===== src/rtl/relax_freq_pkg.sv =====
// Shared types and default timing constants for the relaxation-oscillator frequency meter.
package relax_freq_pkg;

  typedef enum logic [1:0] {IDLE, ARM, GATE} meter_state_t;

  localparam int DEF_CLK_REF     = 50_000_000;
  localparam int DEF_GATE_CYCLES = 50_000;
  localparam int DEF_MIN_EDGES   = 2;

endpackage


===== src/rtl/sig_sync_edge.sv =====
// Two-flop synchronizer for an asynchronous pin plus a rising-edge pulse, advanced on clk_en only.
module sig_sync_edge (
  input  logic clk,
  input  logic reset,
  input  logic clk_en,
  input  logic sig_in,
  output logic rise_p
);

  // [0],[1] form the synchronizer; [2] is the previous synchronized value for edge detect
  logic [2:0] sync_q, sync_d;

  always_comb begin
    sync_d = sync_q;
    if (clk_en) sync_d = {sync_q[1:0], sig_in};
  end

  always_ff @(posedge clk or posedge reset) begin
    if (reset) sync_q <= '0;
    else       sync_q <= sync_d;
  end

  assign rise_p = sync_q[1] & ~sync_q[2];

endmodule


===== src/rtl/relax_freq_meter.sv =====
// Gated edge counter: counts sig_in rising edges over back-to-back windows of GATE_CYCLES
// clk_en cycles and publishes the count scaled to Hz with a one-clock valid strobe.
module relax_freq_meter
  import relax_freq_pkg::*;
#(
  parameter int CLK_REF     = DEF_CLK_REF,
  parameter int GATE_CYCLES = DEF_GATE_CYCLES,
  parameter int MIN_EDGES   = DEF_MIN_EDGES
) (
  input  logic        clk,
  input  logic        reset,
  input  logic        clk_en,
  input  logic        enabel,
  input  logic        sig_in,
  output logic [31:0] relax_freq,
  output logic        work,
  output logic        freq_valid
);

  localparam int SCALE   = CLK_REF / GATE_CYCLES;
  localparam int W_GATE  = $clog2(GATE_CYCLES);
  localparam int CNT_MAX = GATE_CYCLES / 2;
  localparam int W_CNT   = $clog2(CNT_MAX + 1);
  localparam logic [31:0] SCALE32 = 32'(SCALE);

  if (longint'(SCALE) * longint'(CNT_MAX) > 64'h0000_0000_FFFF_FFFF) begin : g_range_chk
    $error("relax_freq_meter: CNT_MAX*SCALE does not fit in 32 bits");
  end

  logic rise;

  sig_sync_edge u_sync (
    .clk    (clk),
    .reset  (reset),
    .clk_en (clk_en),
    .sig_in (sig_in),
    .rise_p (rise)
  );

  meter_state_t      state_q, state_d;
  logic [W_GATE-1:0] gate_cnt_q, gate_cnt_d;
  logic [W_CNT-1:0]  edge_cnt_q, edge_cnt_d;
  logic [W_CNT-1:0]  cap_cnt_q, cap_cnt_d;
  logic              cap_vld_q, cap_vld_d;
  logic [31:0]       relax_freq_q, relax_freq_d;
  logic              work_q, work_d;
  logic              freq_valid_q, freq_valid_d;

  logic [W_CNT-1:0]  edge_sum;
  logic              gate_last;
  logic              abort;

  assign edge_sum  = (edge_cnt_q == W_CNT'(CNT_MAX)) ? edge_cnt_q : edge_cnt_q + W_CNT'(rise);
  assign gate_last = (gate_cnt_q == W_GATE'(GATE_CYCLES - 1));
  assign abort     = clk_en && (state_q != IDLE) && !enabel;

  always_comb begin
    state_d    = state_q;
    gate_cnt_d = gate_cnt_q;
    edge_cnt_d = edge_cnt_q;
    cap_cnt_d  = cap_cnt_q;
    cap_vld_d  = 1'b0;
    if (clk_en) begin
      unique case (state_q)
        IDLE: if (enabel) state_d = ARM;
        ARM: begin
          gate_cnt_d = '0;
          edge_cnt_d = '0;
          state_d    = enabel ? GATE : IDLE;
        end
        GATE: begin
          // the window's final cycle still contributes its edge to the capture
          if (gate_last) begin
            cap_cnt_d  = edge_sum;
            cap_vld_d  = 1'b1;
            gate_cnt_d = '0;
            edge_cnt_d = '0;
          end else begin
            gate_cnt_d = gate_cnt_q + 1'b1;
            edge_cnt_d = edge_sum;
          end
          if (!enabel) state_d = IDLE;
        end
        default: state_d = IDLE;
      endcase
    end
  end

  // publish runs on every clk so the strobe completes even while clk_en is low
  always_comb begin
    relax_freq_d = relax_freq_q;
    work_d       = work_q;
    freq_valid_d = cap_vld_q;
    if (cap_vld_q) begin
      relax_freq_d = 32'(cap_cnt_q) * SCALE32;
      work_d       = (32'(cap_cnt_q) >= 32'(MIN_EDGES));
    end else if (abort) begin
      work_d = 1'b0;
    end
  end

  always_ff @(posedge clk or posedge reset) begin
    if (reset) begin
      state_q      <= IDLE;
      gate_cnt_q   <= '0;
      edge_cnt_q   <= '0;
      cap_cnt_q    <= '0;
      cap_vld_q    <= 1'b0;
      relax_freq_q <= '0;
      work_q       <= 1'b0;
      freq_valid_q <= 1'b0;
    end else begin
      state_q      <= state_d;
      gate_cnt_q   <= gate_cnt_d;
      edge_cnt_q   <= edge_cnt_d;
      cap_cnt_q    <= cap_cnt_d;
      cap_vld_q    <= cap_vld_d;
      relax_freq_q <= relax_freq_d;
      work_q       <= work_d;
      freq_valid_q <= freq_valid_d;
    end
  end

  assign relax_freq = relax_freq_q;
  assign work       = work_q;
  assign freq_valid = freq_valid_q;

endmodule


===== config.mk =====
export PLATFORM = sky130hd
export DESIGN_NAME = relax_freq_meter
export DESIGN_NICKNAME = d
export VERILOG_FILES = /design/src/rtl/relax_freq_pkg.sv /design/src/rtl/sig_sync_edge.sv /design/src/rtl/relax_freq_meter.sv
export SDC_FILE = /design/constraint.sdc
export NUM_CORES = 1
export LEC_CHECK = 0
export ABC_AREA = 1
export BUFFER_PORTS_ARGS = -buffer_cell sky130_fd_sc_hd__buf_4
export CELL_PAD_IN_SITES_DETAIL_PLACEMENT = 1
export CELL_PAD_IN_SITES_GLOBAL_PLACEMENT = 2
export CORE_ASPECT_RATIO = 0.6
export CORE_MARGIN = 2
export CORE_UTILIZATION = 30
export DETAILED_ROUTE_END_ITERATION = 7
export PLACE_DENSITY = 0.72
export REMOVE_ABC_BUFFERS = 1
export SETUP_SLACK_MARGIN = 0.1
export SLEW_MARGIN = 20
export SYNTH_ARGS = -nofsm -noshare
export SYNTH_HDL_FRONTEND = slang
export SYNTH_SLANG_ARGS = --single-unit
export TNS_END_PERCENT = 50

===== constraint.sdc =====
create_clock -name clk -period 9.7 [get_ports clk]
set_input_delay 0.485 -clock clk [delete_from_list [all_inputs] [get_ports clk]]
set_output_delay 0.485 -clock clk [all_outputs]
set_load 0.05 [all_outputs]

# Word-level counts from Yosys, hierarchy flattened
# Index checks and enable logic that the tools add are counted.
totals:
  register_bits: 76
  output_inout_bits: 34
  elab_cells: 45
op_classes:
  addsub: 2
  mul: 1
  magnitude_cmp: 1
  n_eq_ne: 6
  n_mux: 14
  bitwise: 2
  reduce_logical: 10
ops:
  columns: ["op", "count"]
  rows:
  - ["$pmux W16 S2", 1]
  - ["$mux W15", 2]
  - ["$pmux W15 S2", 1]
  - ["$mul A15 B7 Y22 const B", 1]
  - ["$add A16 B1 Y16 const B", 1]
  - ["$eq A16 B16 Y1 const B", 1]
  - ["$mux W16", 1]
  - ["$add A15 B1 Y15", 1]
  - ["$eq A15 B15 Y1 const B", 1]
  - ["$ge A15 B2 Y1 const B", 1]
  - ["$mux W2", 3]
  - ["$pmux W2 S3", 1]
  - ["$reduce_and A3 Y1", 2]
  - ["$reduce_bool A2 Y1", 3]
  - ["$mux W1", 5]
  - ["$ne A2 B2 Y1 const B", 2]
  - ["$eq A2 B1 Y1 const B", 1]
  - ["$eq A2 B2 Y1 const B", 1]
  - ["$logic_and A1 B1 Y1", 2]
  - ["$logic_not A2 Y1", 1]
  - ["$reduce_and A2 Y1", 1]
  - ["$and A1 B1 Y1", 1]
  - ["$logic_not A1 Y1", 1]
  - ["$not A1 Y1", 1]

# Depth between registers and ports, before layout
depth:
  ltp_word: 6
  ltp_mapped: 20
  depth_no_buf: 20

# By module
# From an unflattened synthesis, not the netlist that was laid out.
unflattened:
  hier_cells: 776
  hier_area_um2: 6472.5
by_module_without_submodules:
  columns: ["mod", "instances", "cells_each", "area_each_um2", "seq_area_each_um2"]
  rows:
  - ["relax_freq_meter", 1, 760, 6348.6, 1826.8]
  - ["sig_sync_edge", 1, 16, 123.9, 75.1]

# Worst setup path before layout
# No wires, ideal clock.
synth_timing:
  kind: "flip-flop to flip-flop"
  startpoint: "register cap_cnt_q[9]"
  endpoint: "register relax_freq_q[24] (netlist: relax_freq[24])"
  setup_time_ns: 0.118
  arrival_time_ns: 3.765
  required_time_ns: 9.582
  setup_slack_ns: 5.817
  path_stages_with_launch: 18
  path_buffers: 0
  synth_period_minus_slack_ns: 3.883
  cell_sequence: "dfrtp_1 inv_1 fa_1 fa_1 inv_1 fa_1 inv_1 fa_1 inv_1 ha_1 nand2_1 nand2_1 a21oi_1 nor2_1 nor2_1 nand3_1 nand3_1 nand2_1"
synth_between:
  elab_chain_len: 1
synth_lines:
  columns: ["item", "line", "rtl"]
  rows:
  - ["start: declaration", "relax_freq_meter.sv:43", "logic [W_CNT-1:0] cap_cnt_q, cap_cnt_d;"]
  - ["start signal: assignment", "relax_freq_meter.sv:116", "cap_cnt_q <= cap_cnt_d;"]
  - ["$mul A15 B7 Y22", "relax_freq_meter.sv:95", "relax_freq_d = 32'(cap_cnt_q) * SCALE32;"]
  - ["end signal: assignment", "relax_freq_meter.sv:118", "relax_freq_q <= relax_freq_d;"]
  - ["end: declaration", "relax_freq_meter.sv:45", "logic [31:0] relax_freq_q, relax_freq_d;"]
# Every way passes these cells.
# A chain may end at the register's enable or synchronous reset.

# Worst setup path in the final report
layout_timing:
  startpoint: "register cap_cnt_q[8]"
  endpoint: "register relax_freq_q[24] (netlist: relax_freq[24])"
# The elaborated chain is that of the path after synthesis.

==> flow_summary.json <==
{
  "status": "completed",
  "p_total_uw": 811.8,
  "antenna_found_initial": 0,
  "syn_area_sq_um": 6549,
  "nets": 931,
  "rrSetupSlack_ns": 5.37,
  "synth_area_leader_cell": "dfrtp_1",
  "n_antenna_cell": 0,
  "drtAntennaViolNets": 0,
  "synth.distinct_cells": 41,
  "insertion_delay_ns": 0.35,
  "fin_skew_ns": 0.006482,
  "cts_root_buf": "clkbuf_16",
  "hold_path.class": "in2async",
  "synth_top_flop_cell": "dfrtp_1",
  "drive_above_1_share_pct": 9.913,
  "async_reset_ff_share_pct": 100.0,
  "track_usage_pct": 15.32,
  "ff2ff_path_depth": 17,
  "required_ns": 9.94,
  "cellLeakagePower_uw": 0.003669,
  "vias": 4845,
  "initialDrtViolationCount": 210,
  "cts_buffers": 9,
  "fmax_mhz": 231.2,
  "relSlewSlack_pct": 33.90,
  "place_ws_ns": 5.315,
  "cts_setup_buffers": 0,
  "setup.worst_path.end_class": "register",
  "cp_data_arrival_time_ns": 4.57,
  "synth_edf_count": 0,
  "tightest_slew_ns": 0.9891,
  "die_h_microns": 118.4,
  "netlist_top_cells_count": "176 x nand2_1, 145 x inv_1, 76 x dfrtp_1",
  "design.die.area_sq_um": 23070,
  "cp_max_fo": 6,
  "initial_core_util_pct": 30.84,
  "dpl.hpwl_microns": 13160,
  "dr.pass1.iters": 4,
  "area_growth_pct": 11.52,
  "highest_layer": "met4",
  "path_class": "reg2reg",
  "setup_tns_ns": 0,
  "worst_r2r_endpoint": "relax_freq[24]$_DFFE_PP0P_",
  "fillers": 2524,
  "cts_hold_buf": 0,
  "cts_resized": 0,
  "core_sq_um": 21240,
  "fin_util_pct": 34.39,
  "synth_cells": 773,
  "rows": 41,
  "power_density_nw_per_um2": 111.2,
  "finalHoldViolCount": 0,
  "grt_pass1_vias": 5069,
  "post-route-min-period_ns": 4.325,
  "portBuffers": 28,
  "setup_ws_ns": 5.375,
  "cts.path.max_buffers": 2,
  "grt_pass1_wl_microns": 27690,
  "post-synth-top-count-cell": "nand2_1",
  "h-tree-depth": 3,
  "synth_area_leaders": "dfrtp_1 29%, fa_1 15%, ha_1 14%",
  "met3_length_microns": 495,
  "clk_pin_slew_ns": 0.07,
  "r2r-start": "cap_cnt_q[8]$_DFFE_PP0P_",
  "clock-sinks": 76,
  "grt-ovfl-total": 0,
  "io_pins": 39,
  "ir_drop_uv": 67.19,
  "max-cap-violations": 0,
  "via_per_inst": 4.461,
  "finalWirelength_microns": 16310,
  "grt_max_degree": 65,
  "min_period_over_period_pct": 44.59,
  "avgRoutedWirePerCell_microns": 15.02,
  "die_w_microns": 194.7,
  "place_congestion": 0.8113,
  "slew_viol_final": 0,
  "synth_top_area_share_pct": 29.04,
  "startpoint_type": "register",
  "met1_length_microns": 9803,
  "remaining_drc_errors": 0,
  "syn_avg_cell_area_sq_um": 8.472,
  "route.met2.wl_microns": 5867,
  "synth-seq-cells": 76,
  "rsz0062_at_grt": "no",
  "cts_tree": "built",
  "ys_warn_count": 0,
  "setup_viol": 0,
  "synth-seq-area-share_pct": 29.04
}
-- placed cells by master (no fill, tap or decap), types with 2 or more instances in the layout --
cell type and count:
clkinv_2 5, conb_1 10, o21ai_0 30, o22ai_1 11
nand4_1 5, nor3_2 2, a21oi_1 19, xor2_1 12
fa_1 50, nor4_1 3, nand3_2 2, o21ai_2 14
clkbuf_16 9, xnor2_1 12, inv_6 3, buf_4 29
dfrtp_1 76, nor2_1 43, a31oi_1 3, nand2_1 176
ha_1 74, nand3b_1 3, nand3_1 37, o21ai_1 3
inv_1 144, nand2_2 2, nor2_2 4, nor3_1 10
inv_2 3
-- metrics by stage --
step	instances	cell area [sq um]	hold WS (ns)
after floorplan	762	6436	0.4417
after global placement	1070	7004	0.4366
after detailed placement	1070	7004	0.4330
after CTS	1086	7303	0.05623
after global routing	1086	7303	0.06575
final	1086	7303	0.05440
-- area by class of cell --
type                       count  area [sq um]  area share [%]
clock buffer                   9         225.2           3.084
timing repair buffer          29         217.7           2.981
tap                          279         349.1           4.780
inverter                     150         566.8           7.761
sequential                    76          1902           26.04
multi-input combinational    536          3969           54.34
clock inverter                 7         73.82           1.011
-- registers in the layout (all words and copies together) (netlist names) --
signal         cells
state_q            2
relax_freq        22
cap_cnt_q         15
edge_cnt_q        15
gate_cnt_q        16
u_sync.sync_q      3
freq_valid         1
work               1
cap_vld_q          1
-- report_power, final --
group | switching (uW) | internal [uW]
sequential | 10.8 | 330
combinational | 87.8 | 27.6
clock | 155 | 201
total | 253 | 559
-- metal layers --
metal  track usage (%)  vias to the layer above
li1                  -                     2453
met1             25.89                     2341
met2             19.09                       39
met3             2.854                       12
met4             3.292                        0
met5                 0                        -
-- worst max-delay path, stage by stage (launching register included) --
cell,delay [ns]
dfrtp_1,0.43
inv_1,0.35
fa_1,0.50
fa_1,0.55
inv_1,0.05
fa_1,0.53
inv_1,0.05
fa_1,0.49
inv_1,0.04
ha_1,0.36
nand2_1,0.09
nand2_1,0.08
a21oi_1,0.25
nor2_1,0.07
nor2_1,0.14
nand3_1,0.09
nand3_1,0.08
nand2_1,0.06
-- cells by family (layout without fill, tap and decap cells) --
group,count (synthesis),count (layout),synth area share [%]
other,1,10,0.05726
adders and majority gates,124,124,29.42
DFF,76,76,29.04
and+or+nand+nor,294,294,19.74
xor gates and xnor gates,24,24,3.210
AOI/OAI and AO/OA,84,84,7.662
buffers and inverters,170,195,10.87
-- worst max-delay path by stage --
| stage | from | endpoint | slack (ns) | cells after the start |
|---|---|---|---|---|
| after floorplan | cap_cnt_q[9]$_DFFE_PP0P_ | relax_freq[24]$_DFFE_PP0P_ | 5.82 | 17 |
| after global placement | cap_cnt_q[10]$_DFFE_PP0P_ | relax_freq[24]$_DFFE_PP0P_ | 5.37 | 17 |
| after detailed placement | cap_cnt_q[8]$_DFFE_PP0P_ | relax_freq[24]$_DFFE_PP0P_ | 5.32 | 17 |
| after CTS | cap_cnt_q[8]$_DFFE_PP0P_ | relax_freq[24]$_DFFE_PP0P_ | 5.31 | 17 |
| after global routing | cap_cnt_q[8]$_DFFE_PP0P_ | relax_freq[24]$_DFFE_PP0P_ | 5.05 | 18 |
| final | cap_cnt_q[8]$_DFFE_PP0P_ | relax_freq[24]$_DFFE_PP0P_ | 5.37 | 17 |
No activity file was read; power rests on OpenSTA's default activity.
